File: config.mk
export PLATFORM = sky130hd
export DESIGN_NAME = pipeline_ctrl
export DESIGN_NICKNAME = d
export VERILOG_FILES = /design/src/rtl/pipeline_ctrl.sv
export SDC_FILE = /design/constraint.sdc
export NUM_CORES = 1
export LEC_CHECK = 0
export ABC_CLOCK_PERIOD_IN_PS = 2029
export CAP_MARGIN = 20
export CORE_AREA = 2 2 40 42
export DETAILED_ROUTE_END_ITERATION = 6
export DIE_AREA = 0 0 42 44
export GPL_TIMING_DRIVEN = 0
export PLACE_DENSITY = 0.72
export SLEW_MARGIN = 10
export SYNTH_ARGS = -nofsm -noshare
export SYNTH_HDL_FRONTEND = slang
export SYNTH_SLANG_ARGS = --single-unit
export TNS_END_PERCENT = 5
File: constraint.sdc
create_clock -name CLK -period 2.03 [get_ports CLK]
set_input_delay 0.406 -clock CLK [delete_from_list [all_inputs] [get_ports CLK]]
set_output_delay 0.406 -clock CLK [all_outputs]
set_load 0.05 [all_outputs]
File: src/rtl/pipeline_ctrl.sv
// Hazard/sequencing controller for the 5-stage pipeline: drives PC enable plus
// pipeline register write-enables and flushes. Optional counters: PIPE_PERF_EN.
module pipeline_ctrl #(
  parameter int REGBITS = 5,
  parameter int CNT_W   = 32
) (
  input  logic               CLK,
  input  logic               nRST,
  input  logic               ihit,
  input  logic               dhit,
  input  logic               memREN,
  input  logic               memWEN,
  input  logic               exMemRead,
  input  logic [REGBITS-1:0] exWsel,
  input  logic [REGBITS-1:0] idRs,
  input  logic [REGBITS-1:0] idRt,
  input  logic               branchTaken,
  input  logic               memHalt,
  output logic               pcW,
  output logic               ifidW,
  output logic               idexW,
  output logic               exmemW,
  output logic               memwbW,
  output logic               ifidRST,
  output logic               idexRST,
  output logic               exmemRST,
  output logic               memwbRST,
  output logic               halt
`ifdef PIPE_PERF_EN
  ,
  output logic [CNT_W-1:0]   stallCycles,
  output logic [CNT_W-1:0]   flushCount
`endif
);

  typedef enum logic [1:0] {RUN, DRAIN, HALTED} state_t;

  state_t state_q, state_d;
  logic   halt_q, halt_d;
  logic   dstall, loaduse;

  if (CNT_W < 1) begin : g_cnt_w_check
    $error("CNT_W must be positive");
  end

  assign dstall  = (memREN | memWEN) & ~dhit;
  assign loaduse = exMemRead & (exWsel != '0) & ((exWsel == idRs) | (exWsel == idRt));

  always_ff @(posedge CLK or negedge nRST) begin
    if (!nRST) begin
      state_q <= RUN;
      halt_q  <= 1'b0;
    end else begin
      state_q <= state_d;
      halt_q  <= halt_d;
    end
  end

  always_comb begin
    state_d = state_q;
    halt_d  = halt_q;
    case (state_q)
      RUN:     if (!dstall && memHalt) state_d = DRAIN;
      DRAIN: begin
        state_d = HALTED;
        halt_d  = 1'b1;
      end
      HALTED:  state_d = HALTED;
      default: state_d = RUN;
    endcase
  end

  always_comb begin
    pcW      = 1'b1;
    ifidW    = 1'b1;
    idexW    = 1'b1;
    exmemW   = 1'b1;
    memwbW   = 1'b1;
    ifidRST  = 1'b0;
    idexRST  = 1'b0;
    exmemRST = 1'b0;
    memwbRST = 1'b0;
    case (state_q)
      RUN: begin
        // Priority chain: data stall masks everything, branch beats load-use and misses
        if (dstall) begin
          pcW      = 1'b0;
          ifidW    = 1'b0;
          idexW    = 1'b0;
          exmemW   = 1'b0;
          memwbRST = 1'b1;
        end else if (memHalt) begin
          pcW      = 1'b0;
          ifidRST  = 1'b1;
          idexRST  = 1'b1;
          exmemRST = 1'b1;
        end else if (branchTaken) begin
          ifidRST  = 1'b1;
          idexRST  = 1'b1;
          exmemRST = 1'b1;
        end else if (loaduse) begin
          pcW     = 1'b0;
          ifidW   = 1'b0;
          idexRST = 1'b1;
        end else if (!ihit) begin
          pcW     = 1'b0;
          ifidRST = 1'b1;
        end
      end
      DRAIN: begin
        pcW      = 1'b0;
        ifidRST  = 1'b1;
        idexRST  = 1'b1;
        exmemRST = 1'b1;
        memwbRST = 1'b1;
      end
      default: begin
        pcW    = 1'b0;
        ifidW  = 1'b0;
        idexW  = 1'b0;
        exmemW = 1'b0;
        memwbW = 1'b0;
      end
    endcase
  end

  assign halt = halt_q;

`ifdef PIPE_PERF_EN
  logic [CNT_W-1:0] stall_cnt_q, stall_cnt_d;
  logic [CNT_W-1:0] flush_cnt_q, flush_cnt_d;
  logic             stall_evt, flush_evt;

  // Only events that actually won the priority chain are counted
  assign stall_evt = (state_q == RUN) &
                     (dstall | (~memHalt & ~branchTaken & (loaduse | ~ihit)));
  assign flush_evt = (state_q == RUN) & ~dstall & ~memHalt & branchTaken;

  always_comb begin
    stall_cnt_d = stall_cnt_q;
    flush_cnt_d = flush_cnt_q;
    if (stall_evt && (stall_cnt_q != '1)) stall_cnt_d = stall_cnt_q + 1'b1;
    if (flush_evt && (flush_cnt_q != '1)) flush_cnt_d = flush_cnt_q + 1'b1;
  end

  always_ff @(posedge CLK or negedge nRST) begin
    if (!nRST) begin
      stall_cnt_q <= '0;
      flush_cnt_q <= '0;
    end else begin
      stall_cnt_q <= stall_cnt_d;
      flush_cnt_q <= flush_cnt_d;
    end
  end

  assign stallCycles = stall_cnt_q;
  assign flushCount  = flush_cnt_q;
`endif

endmodule

### Word level (Yosys, flattened, before mapping)

Index checks and enable logic that the tools add are counted.

| storage, ports and cells | value |
|---|---|
| bits in registers | 3 |
| input bits | 24 |
| word-level logic and storage cells | 52 |

| operators by class | value |
|---|---|
| eq/ne operators | 5 |
| muxes and demuxes | 33 |
| bitwise gates (word level) | 6 |
| reductions and logical operators | 6 |

Operators by type and width:

| operator | count |
|---|---|
| 1-bit 2-to-1 mux | 25 |
| 1-bit one-hot mux with 2 select lines | 6 |
| 5-bit equality test | 2 |
| 5-bit nonzero test | 1 |
| 2-bit one-hot mux with 2 select lines | 1 |
| 2-bit OR reduction | 2 |
| 1-bit bitwise AND | 3 |
| 2-bit by 1-bit equality test with 1-bit output (second input constant) | 1 |
| 2-bit equality test (second input constant) | 1 |
| 2-bit zero test | 1 |
| 2-bit 2-to-1 mux | 1 |
| 2-bit inequality test (second input constant) | 1 |
| 1-bit bitwise OR | 2 |
| 1-bit logical AND | 1 |
| 1-bit zero test | 1 |
| 1-bit NOT | 1 |

### Longest topological paths before layout

| logic depth | value |
|---|---|
| word-level depth | 8 |
| depth in mapped cells | 5 |

### Worst setup path before layout

Ideal clock, no wire load.

| path | value |
|---|---|
| path kind | in2out |
| start | input port exWsel[1] |
| end | output port ifidW |
| data arrival time | 1.967 ns |
| required time | 1.624 ns |
| path slack | -0.343 ns |
| stages | 4 |
| buffers on the path | 0 |
| path through | or4_1 > o21ai_2 > nor4_2 > a21oi_1 |

| between the ends | value |
|---|---|
| cells in the longest elaborated chain, start to end | 8 |
| elaborated cells on any way between the ends | 11 |
| those cells by class | eq/ne (2); mux (5); bitwise (3); reduce/logical (1) |

RTL lines:

| element | RTL line | text |
|---|---|---|
| from (decl) | 14 | `input logic [REGBITS-1:0] exWsel,` |
| 5-bit equality test / 5-bit nonzero test (equally long branches) | 47 | `assign loaduse = exMemRead & (exWsel != '0) & ((exWsel == idRs) \| (exWsel == idRt));` |
| 1-bit bitwise OR / 1-bit bitwise AND (equally long branches) | 47 |  |
| 1-bit bitwise AND (*) | 47 |  |
| 1-bit 2-to-1 mux (*) | 101 | `end else if (loaduse) begin` |
| 1-bit 2-to-1 mux (*) | 97 | `end else if (branchTaken) begin` |
| 1-bit 2-to-1 mux (*) | 92 | `end else if (memHalt) begin` |
| 1-bit 2-to-1 mux (*) | 86 | `if (dstall) begin` |
| 1-bit one-hot mux with 2 select lines (*) | 83 | `case (state_q)` |
| to (decl) | 20 | `output logic ifidW,` |

Mark *: on every way between the ends. The rest lies on a longest branch, timed or not.

### Final worst setup path

| path | value |
|---|---|
| start | input port exWsel[2] |
| end | output port ifidRST |

| between the ends | value |
|---|---|
| cells in the longest elaborated chain, start to end | 8 |
| elaborated cells on any way between the ends | 11 |
| those cells by class | eq/ne (2); mux (5); bitwise (3); reduce/logical (1) |

RTL lines:

| element | RTL line | text |
|---|---|---|
| 5-bit equality test / 5-bit nonzero test (equally long branches) | 47 |  |
| 1-bit bitwise OR / 1-bit bitwise AND (equally long branches) | 47 |  |
| 1-bit bitwise AND (*) | 47 |  |
| 1-bit 2-to-1 mux (*) | 101 |  |
| 1-bit 2-to-1 mux (*) | 97 |  |
| 1-bit 2-to-1 mux (*) | 92 |  |
| 1-bit 2-to-1 mux (*) | 86 |  |
| 1-bit one-hot mux with 2 select lines (*) | 83 |  |
| to (decl) | 24 | `output logic ifidRST,` |

Marks and branches as above.

==> results.tsv <==
stage	metric	value	unit
outcome	status	finished, violations left	
outcome	violated checks	setup timing	
power_and_ir_drop	power per cell area	306	nW/um^2
cells_and_area	Sequential Area	75.1	sq um
routing	WL final	1.23	mm
synth	number of enable flip-flop cells after synthesis	0	
critical_path	worst setup path class	in -> out	
placed_design	placed cell areas	764	sq um
critical_path	critical path data required time	1.62	ns
power_and_ir_drop	leak pwr	0.372	nW
floorplanning	cell row count	14	
timing	Worst Skew	0.000337	ns
timing	setup TNS	-0.408	ns
floorplanning	Chip Width	42	microns
cells_and_area	area occupied by multi-input gates	383	sq um
placed_design	pre-CTS setup slack	-1.22	ns
placed_design	global placement routability congestion	0.816	
global_route	first-pass GRT wire length	1.77	mm
cells_and_area	share of layout cells above drive strength 1	0.429	
timing	RSZ-0062 raised after global routing	yes	
synth	Cells after Synth	49	
synth	post-synthesis mux area share	0.0288	
synth	syn avg cell area	7.99	sq um
routing	DRT antenna net count	0	
timing	Tcrit/Tclk final	1.06	
routing	DR vias/cell	4.42	
timing	fin crit period	2.16	ns
critical_path	worst r2r path cells	4	
timing	setup violators final	4	
synth	largest family of logic cells by synthesized area	simple AND/OR/NAND/NOR gates	
synth	Synth async-reset ratio	1.00	
critical_path	Slowest-stage cell, CP	or4_4	
clock_tree	# clock sinks	3	
clock_tree	Worst-path clk slew	0.04	ns
cells_and_area	finished layout cell area	883	sq um
floorplanning	Initial Utilization	0.276	
global_route	largest net degree at the start of global routing	8	
synth	part of the Yosys area used for sequential elements	0.192	
synth	Simple-Gate Fraction of Synth Area	0.230	
critical_path	CP peak stage delay	0.53	ns
timing	Hold WS	0.356	ns
synth	Synth cell types	20	
synth	post-synthesis compound-gate area fraction	0.204	
clock_tree	Num CTS Buffers	3	
floorplanning	Die ar.	1850	sq um
timing	final-report max-slew violation count	0	
synth	Synth Register Bits	3	
critical_path	worst path arrival time	1.75	ns
clock_tree	Clock Latency Late Sink	0.23	ns
floorplanning	core area	1420	sq um
floorplanning	Die H	44	microns
power_and_ir_drop	Final Power	271	uW
clock_tree	Root Driver	clkbuf_4	
global_route	Tot GR Track Use	0.127	
routing	routed vias	473	
synth	Synth Area in Adders	0.0639	
critical_path	Worst setup EP type	output port	
cells_and_area	n_diodes	0	
timing	final hold violation count	0	
flow_run	total of max-cap violations	0	
critical_path	CP cell instances	buf_8 > or4_4 > o21ai_4 > nor4_4 > a221oi_4 > buf_6	
cells_and_area	number of fill cells in the layout	119	
clock_tree	Post-CTS Hold Fix Bufs	0	
timing	relative max-transition margin	0.672	
clock_tree	worst-case clock buffer depth	2	
routing	TritonRoute pass-1 iters	2	
placed_design	Post-DP HPWL	947	microns
global_route	initial antenna violation count	0	
routing	WL per Instance	11.5	microns
clock_tree	CTS tree	done	
clock_tree	H-tree depth	1	
floorplanning	# IOs	34	
synth	top_reg_cell synth	dfrtp_1	
critical_path	crit-path max FO	2	
power_and_ir_drop	worst vdd ir	0.266	mV
synth	Yosys warning total	0	
cells_and_area	Syn-to-layout area delta	126	%
critical_path	startpoint types	input port	
cells_and_area	final net count	118	
worst_hold_path	Worst Hold Class	in -> async	
synth	Synth Cell Area	392	sq um
synth	Synthesized Nets	75	
global_route	total grt overflow	0	
timing	final worst setup slack	-0.131	ns
timing	fmax	463	MHz
routing	drt initial violations	1	
placed_design	Port Buf Inserts	33	
synth	post-synthesis xor/xnor area fraction	0.224	
routing	Residual DRC	0	
global_route	vias in the first global route	424	
timing	Worst Max-Slew Pin Slew	0.491	ns
[area by class of cell]
type                       count  share of cell area
inverter                       4              0.0170
buffer                         1             0.00850
multi-input combinational     41               0.433
tap                           16              0.0227
timing repair buffer          38               0.404
clock buffer                   4              0.0297
sequential                     3              0.0850
[cells by family after synthesis]
logic type      Yosys count
xor+xnor                 10
mux                       1
flops                     3
buf+inv                   5
compound gates           11
simple gates             17
fa+ha+maj                 2
[registers in the layout (all words and copies together), names as in the netlist]
name,flops
state_q,2
halt,1
[timing repair]
item / 4_1_cts / 5_1_grt
setup buffers: 2 / 3
endpoints found under the hold margin: 0 / 0
endpoints found under the setup margin: 9 / 7
resized for setup: 83 / 5
pin swaps: 9 / 5
[per-layer routing]
layer	wire length, microns	up-vias	global-route usage
met4	0	0	0.0774
met2	596	22	0.206
met3	102	0	0.0333
li1	-	250	-
met5	0	-	0
met1	527	201	0.151
[critical path: cells and delay by family]
family                 cells  cell delay, ns
AO/OA/AOI/OAI              2            0.47
buffers and inverters      2            0.28
AND/OR/NAND/NOR            2            0.59
[Yosys cell counts (2+ instances only)]
| cell type | n | area share |
|---|---|---|
| or2_2 | 2 | 0.032 |
| a21oi_1 | 4 | 0.051 |
| dfrtp_1 | 3 | 0.19 |
| xnor2_1 | 10 | 0.22 |
| inv_1 | 4 | 0.038 |
| nor2_1 | 4 | 0.038 |
| nand2_1 | 5 | 0.048 |
| o21bai_1 | 3 | 0.058 |
| nand3_1 | 2 | 0.026 |
| ha_1 | 2 | 0.064 |
[final timing paths]
check                                       start                endpoint  slack [ns]
setup / recovery                        exWsel[2]                 ifidRST       -0.13
hold / removal                               nRST        halt$_DFFE_PN0P_        0.36
setup reg to reg           state_q[0]$_DFFE_PN0P_  state_q[1]$_DFFE_PN0P_        0.84
hold reg to reg                  halt$_DFFE_PN0P_        halt$_DFFE_PN0P_        0.46
max in group asynchronous                    nRST  state_q[1]$_DFFE_PN0P_        1.54
min in group CLK                 halt$_DFFE_PN0P_        halt$_DFFE_PN0P_        0.46
[cell usage in the layout (no fill, tap or decap), drive strengths merged, types with 2 or more instances in the layout]
master         instances
clkdlybuf4s50         15
dfrtp                  3
a21oi                  4
ha                     2
xnor2                 10
nand2                  5
nand3                  2
dlygate4sd2            5
o21bai                 3
nor2                   4
clkdlybuf4s15          2
or2                    2
inv                    4
buf                   17
clkbuf                 4
[power by group]
group,switching [mW],internal (mW),total [mW]
Clock,0.0289,0.0735,0.102
Combinational,0.0423,0.0658,0.108
Sequential,0,0.0602,0.0602
Total,0.0711,0.199,0.271
[through the flow]
step / instances / utilization
6_report: 107 / 0.623
5_1_grt: 107 / 0.623
4_1_cts: 104 / 0.605
3_5_place_dp: 98 / 0.539
3_3_place_gp: 98 / 0.539
2_1_floorplan: 49 / -
(Power assumes the default switching activity.)
